### src/rtl/fetch_seq_if.sv
// fetch_seq_if: handshake/bus bundle between the fetch sequencer, instruction memory and the PC counter
//   master: sequencer side (drives mem_req and the counter controls d/clr_/load_/p/t, plus halted/fault)
//   slave : environment side (drives mem_ack, instr_jmp/halt/target and go)
interface fetch_seq_if #(parameter int N = 4);
  logic         mem_req;
  logic         mem_ack;
  logic         instr_jmp;
  logic         instr_halt;
  logic [N-1:0] instr_target;
  logic         go;
  logic [N-1:0] d;
  logic         clr_;
  logic         load_;
  logic         p;
  logic         t;
  logic         halted;
  logic         fault;
  modport master (
    input  mem_ack, instr_jmp, instr_halt, instr_target, go,
    output mem_req, d, clr_, load_, p, t, halted, fault
  );
  modport slave (
    output mem_ack, instr_jmp, instr_halt, instr_target, go,
    input  mem_req, d, clr_, load_, p, t, halted, fault
  );
endinterface

### src/rtl/fetch_seq.sv
// fetch_seq: fetch/branch sequencer driving an SN74x163-style program counter
//   clk  : system clock, rising edge
//   rst_ : asynchronous active-low reset
//   bus  : fetch_seq_if.master (memory handshake, instruction fields, go, counter controls, status)
module fetch_seq #(
  parameter int N       = 4,
  parameter int TIMEOUT = 8
) (
  input logic         clk,
  input logic         rst_,
  fetch_seq_if.master bus
);
  localparam int W = $clog2(TIMEOUT + 1);
  localparam logic [W-1:0] WLAST = W'(TIMEOUT - 1);
  typedef enum logic [2:0] {INIT, FETCH, EXEC, HALT, FAULT} state_t;
  state_t       state_q, state_d;
  logic         jmp_q, jmp_d, halt_q, halt_d;
  logic [N-1:0] tgt_q, tgt_d;
  logic [W-1:0] wcnt_q, wcnt_d;
  logic         ack;
  always_ff @(posedge clk or negedge rst_) begin
    if (!rst_) begin
      state_q <= INIT;
      jmp_q   <= 1'b0;
      halt_q  <= 1'b0;
      tgt_q   <= '0;
      wcnt_q  <= '0;
    end else begin
      state_q <= state_d;
      jmp_q   <= jmp_d;
      halt_q  <= halt_d;
      tgt_q   <= tgt_d;
      wcnt_q  <= wcnt_d;
    end
  end
  // an ack on the timeout edge still wins over the fault
  always_comb begin
    state_d = state_q;
    case (state_q)
      INIT:    state_d = FETCH;
      FETCH:   state_d = bus.mem_ack ? EXEC : (wcnt_q == WLAST) ? FAULT : FETCH;
      EXEC:    state_d = halt_q ? HALT : FETCH;
      HALT:    state_d = bus.go ? FETCH : HALT;
      default: state_d = FAULT;
    endcase
  end
  // the wait counter only runs across consecutive unacknowledged FETCH cycles
  always_comb begin
    ack    = (state_q == FETCH) && bus.mem_ack;
    jmp_d  = ack ? bus.instr_jmp : jmp_q;
    halt_d = ack ? bus.instr_halt : halt_q;
    tgt_d  = ack ? bus.instr_target : tgt_q;
    wcnt_d = (state_q == FETCH && !bus.mem_ack) ? wcnt_q + W'(1) : '0;
  end
  always_comb begin
    bus.mem_req = state_q == FETCH;
    bus.clr_    = state_q != INIT;
    bus.load_   = !(state_q == EXEC && jmp_q);
    bus.p       = state_q == EXEC && !jmp_q;
    bus.t       = state_q == EXEC && !jmp_q;
    bus.halted  = state_q == HALT;
    bus.fault   = state_q == FAULT;
    bus.d       = tgt_q;
  end
endmodule

### src/flat_wrapper.sv
// flat-port wrapper written by rule: the top's interface ports become plain ports
module fetch_seq_flat 
#(
  parameter int N       = 4,
  parameter int TIMEOUT = 8
)
  (clk, rst_, bus_mem_ack, bus_instr_jmp, bus_instr_halt, bus_instr_target, bus_go, bus_mem_req, bus_d, bus_clr_, bus_load_, bus_p, bus_t, bus_halted, bus_fault);
  fetch_seq_if #(.N(N)) bus_i ();
  input logic clk;
  input logic rst_;
  input wire logic [$bits(bus_i.mem_ack)-1:0] bus_mem_ack;
  input wire logic [$bits(bus_i.instr_jmp)-1:0] bus_instr_jmp;
  input wire logic [$bits(bus_i.instr_halt)-1:0] bus_instr_halt;
  input wire logic [$bits(bus_i.instr_target)-1:0] bus_instr_target;
  input wire logic [$bits(bus_i.go)-1:0] bus_go;
  output wire logic [$bits(bus_i.mem_req)-1:0] bus_mem_req;
  output wire logic [$bits(bus_i.d)-1:0] bus_d;
  output wire logic [$bits(bus_i.clr_)-1:0] bus_clr_;
  output wire logic [$bits(bus_i.load_)-1:0] bus_load_;
  output wire logic [$bits(bus_i.p)-1:0] bus_p;
  output wire logic [$bits(bus_i.t)-1:0] bus_t;
  output wire logic [$bits(bus_i.halted)-1:0] bus_halted;
  output wire logic [$bits(bus_i.fault)-1:0] bus_fault;
  assign bus_i.mem_ack = bus_mem_ack;
  assign bus_i.instr_jmp = bus_instr_jmp;
  assign bus_i.instr_halt = bus_instr_halt;
  assign bus_i.instr_target = bus_instr_target;
  assign bus_i.go = bus_go;
  assign bus_mem_req = bus_i.mem_req;
  assign bus_d = bus_i.d;
  assign bus_clr_ = bus_i.clr_;
  assign bus_load_ = bus_i.load_;
  assign bus_p = bus_i.p;
  assign bus_t = bus_i.t;
  assign bus_halted = bus_i.halted;
  assign bus_fault = bus_i.fault;
  fetch_seq #(.N(N), .TIMEOUT(TIMEOUT)) u_core (.clk(clk), .rst_(rst_), .bus(bus_i));
endmodule
### config.mk
export PLATFORM = sky130hd
export DESIGN_NAME = fetch_seq_flat
export DESIGN_NICKNAME = d
export VERILOG_FILES = /design/src/rtl/fetch_seq_if.sv /design/src/rtl/fetch_seq.sv /design/src/flat_wrapper.sv
export SDC_FILE = /design/constraint.sdc
export NUM_CORES = 1
export LEC_CHECK = 0
export ABC_AREA = 1
export ABC_CLOCK_PERIOD_IN_PS = 1200
export BUFFER_PORTS_ARGS = -buffer_cell sky130_fd_sc_hd__buf_4
export CAP_MARGIN = 25
export CELL_PAD_IN_SITES_DETAIL_PLACEMENT = 1
export CELL_PAD_IN_SITES_GLOBAL_PLACEMENT = 1
export CORE_MARGIN = 1
export CORE_UTILIZATION = 35
export CTS_CLUSTER_DIAMETER = 120
export DETAILED_ROUTE_END_ITERATION = 10
export PLACE_DENSITY_LB_ADDON = 0.1
export SETUP_SLACK_MARGIN = 0.5
export SLEW_MARGIN = 20
export SYNTH_ARGS = -nofsm -noshare
export SYNTH_HDL_FRONTEND = slang
export SYNTH_SLANG_ARGS = --single-unit
### constraint.sdc
create_clock -name clk -period 1.2 [get_ports clk]
set_input_delay 0.18 -clock clk [delete_from_list [all_inputs] [get_ports clk]]
set_output_delay 0.18 -clock clk [all_outputs]
set_load 0.01 [all_outputs]
# Word level (Yosys, flattened, before mapping)
# Cells that the tools add are included.
word_totals:
  register_bits: 13
  in_bits: 10
  elab_cells: 26
  output_inout_bits: 11
classes:
  addsub: 1
  reduce_logical: 9
  n_eq_ne: 5
  n_mux: 6
op_table:
  columns: ["operator", "n"]
  rows:
  - ["$pmux W3 S4", 1]
  - ["$eq A3 B2 Y1 const B", 2]
  - ["$mux W3", 2]
  - ["$add A4 B1 Y4 const B", 1]
  - ["$eq A4 B3 Y1 const B", 1]
  - ["$logic_and A1 B1 Y1", 4]
  - ["$mux W2", 2]
  - ["$mux W4", 1]
  - ["$eq A3 B1 Y1 const B", 1]
  - ["$eq A3 B3 Y1 const B", 1]
  - ["$logic_not A1 Y1", 3]
  - ["$logic_not A3 Y1", 1]
  - ["$reduce_bool A3 Y1", 1]

# Depth between registers and ports, before layout
depth:
  depth_word: 4
  mapped_depth: 5
  ltp_nobuf: 5

# Worst setup path before layout
# No wires, ideal clock.
synth_path:
  path_kind: "reg2out"
  from: "reg u_core.state_q[2]"
  to: "out bus_t"
  setup_slack_ns: -0.126
  stages_incl_launch_ff: 5
  t_arrival_ns: 1.146
  t_required_ns: 1.020
  n_path_buf: 1
  cell_sequence: "dfrtp_1 > inv_1 > nand2_1 > nor3_1 > buf_4"
synth_via:
  elab_chain_len: 2
synth_rtl:
  columns: ["item", "line", "rtl"]
  rows:
  - ["from (decl)", "fetch_seq.sv:16", "state_t state_q, state_d;"]
  - ["from (signal assigned)", "fetch_seq.sv:29", "state_q <= state_d;"]
  - ["$eq A3 B2 Y1", null, null]
  - ["$logic_and A1 B1 Y1", null, null]
  - ["to (decl)", "flat_wrapper.sv:21", "output wire logic [$bits(bus_i.t)-1:0] bus_t;"]
# No other way between the ends.

# Worst setup path after layout
layout_path:
  from: "reg u_core.state_q[2]"
  to: "out bus_t"
layout_via:
  elab_chain_len: 2
layout_rtl:
  columns: ["item", "line", "rtl"]
  rows:
  - ["$eq A3 B2 Y1", "fetch_seq.sv:60", "bus.t = state_q == EXEC && !jmp_q;"]
  - ["$logic_and A1 B1 Y1", "fetch_seq.sv:60", null]
# No other way between the ends.

==> implementation parameters <==
Parameter                              Value

Finish
  Layout fillers    200
  Area used by multi-input combinational logic    roughly 370 um2
  Proportion of layout cells with a drive suffix above 1    0.587
  Total number of nets in the final design    between 100 and 150
  Area occupied by registers    between 300 and 400 um2
  Finished Cell Area    between 1000 and 1500 um2
  Area growth syn-to-layout    75.7%
  Antenna diode count    0
  Non-filler instance count after layout    between 100 and 150

Min path
  Min-Delay Endpoint    u_core.bus.d[2]
  Launch instance of the worst min-delay path    bus_instr_target[2]
  Worst hold stages    3
  Class of the tightest hold or removal check    input port to flip-flop

Placed design
  Post-detailed-placement cell area    873 um2
  Placer Congestion    about 0.73
  HPWL after DPL    1.25 mm
  Worst setup slack before clock tree synthesis    0.0890 ns
  Cell count after placement    117
  Count of input and output buffers    20

Worst setup path
  CP max stage delay    0.41 ns
  Gate family responsible for the most delay along the worst path    flip-flops
  Launch point of the worst reg-to-reg path    u_core.state_q[0]
  Critical path startpoint category    flip-flop
  Cell-by-cell trace of the critical path    inv_2 -> nand2_4 -> nor3_4 -> buf_6
  Maximum fanout along the worst path    4
  Crit. End Element    output port
  Crit path buffers/inverters    2
  Worst R2R End    u_core.jmp_q
  Path depth of the worst reg2reg path    7
  Worst Path Required    1.02 ns
  Slowest library cell on the worst path    sky130_fd_sc_hd__dfrtp_1
  Worst Path Class, Setup    flip-flop to output port
  Data arrival, critical path    roughly 1.2 ns
  FF-to-FF setup slack    -0.10 ns

CTS
  Maximum number of buffers from clock root to sink    2
  Clk_lat worst skew    0.28 ns
  H-Tree Level Count    1
  Clk root buf    sky130_fd_sc_hd__clkbuf_4
  Clk pin slew, worst setup/hold paths    roughly 0.090 ns
  Clk sinks    13
  CTS tree    done
  CTS buffer count    3

Timing
  Unrepaired setup endpoints after global routing    yes
  Post-route worst setup slack    -0.144 ns
  Final Setup Violations    17
  Setup tns final    -1.33 ns
  Max Clock Skew    about 0.0048 ns
  Measured slew at the worst slew-check pin    0.260 ns
  Final count of hold timing violations    0
  Count of pins over their slew limit    0
  Worst slew margin relative to its limit    0.825
  Max frequency    744 MHz
  Post-route clock period utilization    1.12
  Minimum period implied by the final worst setup slack    1.34 ns

Drt
  Number of design rule violations left after detail routing    0
  Detailed-routing iteration count for the pre-antenna-repair pass    4
  Detailed route wirelength on metal2    roughly 1.1 mm
  Via Count    660
  Mean number of vias per cell    4.93
  Wire length on met1    a little under 900 um
  Routed Wire Length    2.05 mm
  Met3 WL    42 um
  Top routing layer in use    met4
  Detail Route Antenna Nets    0
  DR iter-0 viols    3
  Average wire per standard cell    approximately 15 um

Synthesis
  Syn nets    82
  Number of warnings issued by yosys    0
  Share of Yosys cell area claimed by the top area cell type    0.505
  Number of instances in the synthesized netlist    between 70 and 80
  Library cell occupying the most area in the post-synthesis netlist    sky130_fd_sc_hd__dfrtp_1
  Summed instance area of the synthesized netlist    644 um2
  Register bit total from synthesis    13
  Mean instance size in the synthesized netlist    9.08 um2
  Sequential cell area fraction in the yosys report    0.505
  Yosys cell types    17
  Largest cells by area after synthesis    sky130_fd_sc_hd__dfrtp_1 50%, sky130_fd_sc_hd__nand2_1 11%, sky130_fd_sc_hd__nand4_1 9.7%, sky130_fd_sc_hd__nor2_1 4.1%, sky130_fd_sc_hd__nor2_8 3.1%

GRT
  Wire length of the first global-routing pass    around 2.8 mm
  Total global-route track usage    0.204
  Pin count of the biggest net entering global routing    14
  Via count of the first global-routing pass    635
  GRT Residual Overflow    0
  Initial antenna violation count    0

Floorplanning
  Core area    1730 um2
  Vertical die dimension    44.9 um
  I/O pins    21
  Die boundary width    roughly 45 um
  Die area    2020 um2
  Number of cell rows    15
  Starting Density    0.373

Power and ir drop
  Total internal power    between 500 and 600 uW
  Sequential fraction of design power    0.572
  Pwr Density    676 nW/um2
  Peak supply drop    697 uV
  Static leakage    0.000566 uW
  Combinational group share of total power    0.059
  Net switching power    183 uW
  Part of the power in the clock network    0.370
  Switching Fraction    0.239

Flow run
  Max-Cap Viols    0

Outcome
  Violated checks    setup timing
  Run status    finished, violations left
-- Yosys cell counts --
library cell / n
sky130_fd_sc_hd__nand2_1: 19
sky130_fd_sc_hd__nor3_1: 2
sky130_fd_sc_hd__ha_1: 1
sky130_fd_sc_hd__inv_2: 1
sky130_fd_sc_hd__nand2_2: 1
sky130_fd_sc_hd__nor2_8: 1
sky130_fd_sc_hd__dfrtp_1: 13
sky130_fd_sc_hd__buf_2: 2
sky130_fd_sc_hd__buf_4: 2
sky130_fd_sc_hd__xnor2_1: 1
sky130_fd_sc_hd__inv_1: 5
sky130_fd_sc_hd__nor2_1: 7
sky130_fd_sc_hd__nand3_1: 3
sky130_fd_sc_hd__nor3_4: 1
sky130_fd_sc_hd__nand4_1: 10
sky130_fd_sc_hd__a21oi_1: 1
sky130_fd_sc_hd__nand3_4: 1
-- repair_timing --
action,in CTS,in global routing
pin swaps,5,6
hold endpoints to repair,13,0
resized for setup,17,18
hold buffers,1,0
setup endpoints to repair,24,24
buffers inserted,8,4
-- worst max path at each step --
| stage | endpoint | cells past startpoint | startpoint |
|---|---|---|---|
| after detailed placement | u_core.bus.d[0] | 5 | u_core.state_q[2] |
| after CTS | bus_mem_req | 3 | u_core.state_q[2] |
| final | bus_t | 4 | u_core.state_q[2] |
| after floorplan | bus_t | 4 | u_core.state_q[2] |
| after global routing | bus_p | 4 | u_core.state_q[2] |
| after global placement | bus_t | 4 | u_core.state_q[2] |
-- logic make-up (layout without fill, tap and decap cells) --
| logic type | after synthesis | after routing | synth area share |
|---|---|---|---|
| flops | 13 | 13 | 0.505 |
| compound gates | 1 | 1 | 0.00776 |
| simple gates | 45 | 45 | 0.381 |
| buf+inv | 10 | 48 | 0.0738 |
| xor+xnor | 1 | 1 | 0.0136 |
| fa+ha+maj | 1 | 1 | 0.0194 |
-- power by group through the flow --
stage	sequential, uW	combinational [uW]	clock [uW]
final	438	45.1	283
after CTS	438	43.6	284
after global routing	438	49.3	304
after detailed placement	446	40.5	0
after floorplan	446	7.61	0
after global placement	446	39.3	0
-- routing by layer --
metal | GRT usage | up-vias
li1 | - | 313
met1 | 0.253 | 330
met2 | 0.347 | 15
met3 | 0.0240 | 2
met4 | 0.109 | 0
met5 | 0 | -
-- cell type report --
type | count | area share
Clock buffer | 3 | 0.0199
Clock inverter | 1 | 0.00442
Inverter | 6 | 0.0221
Multi-Input combinational cell | 48 | 0.326
Sequential cell | 13 | 0.290
Tap cell | 25 | 0.0276
Timing Repair Buffer | 38 | 0.310
-- worst reg2reg max path: cells and delay by family, from the launching register on --
kind                   cells  cell delay (ns)
buffers and inverters      3             0.30
and+or+nand+nor            4             0.42
DFF                        1             0.46
-- layout by cell type, fill, tap and decap left out, drive strengths merged --
| cell type | Yosys | final |
|---|---|---|
| buf | 4 | 37 |
| nand2 | 20 | 20 |
| dfrtp | 13 | 13 |
| nand4 | 10 | 10 |
| nor2 | 8 | 8 |
| inv | 6 | 6 |
| nand3 | 4 | 4 |
| clkbuf | 0 | 3 |
| nor3 | 3 | 3 |
| xnor2 | 1 | 1 |
| a21oi | 1 | 1 |
| ha | 1 | 1 |
| clkinv | 0 | 1 |
| dlygate4sd3 | 0 | 1 |
-- sequential cells by signal, summed over array words and instances, names as in the netlist --
signal,cells
u_core.wcnt_q,4
u_core.jmp_q,1
u_core.bus.d,4
u_core.halt_q,1
u_core.state_q,3
-- stage by stage --
step / util / total power, uW / hold WS (ns)
CTS: 0.599 / 765 / 0.158
global route: 0.656 / 791 / 0.160
finish: 0.656 / 766 / 0.160
global placement: 0.506 / 486 / 0.0366
detailed placement: 0.506 / 487 / 0.0365
floorplan: - / 454 / -0.116
(Power assumes the default switching activity.)
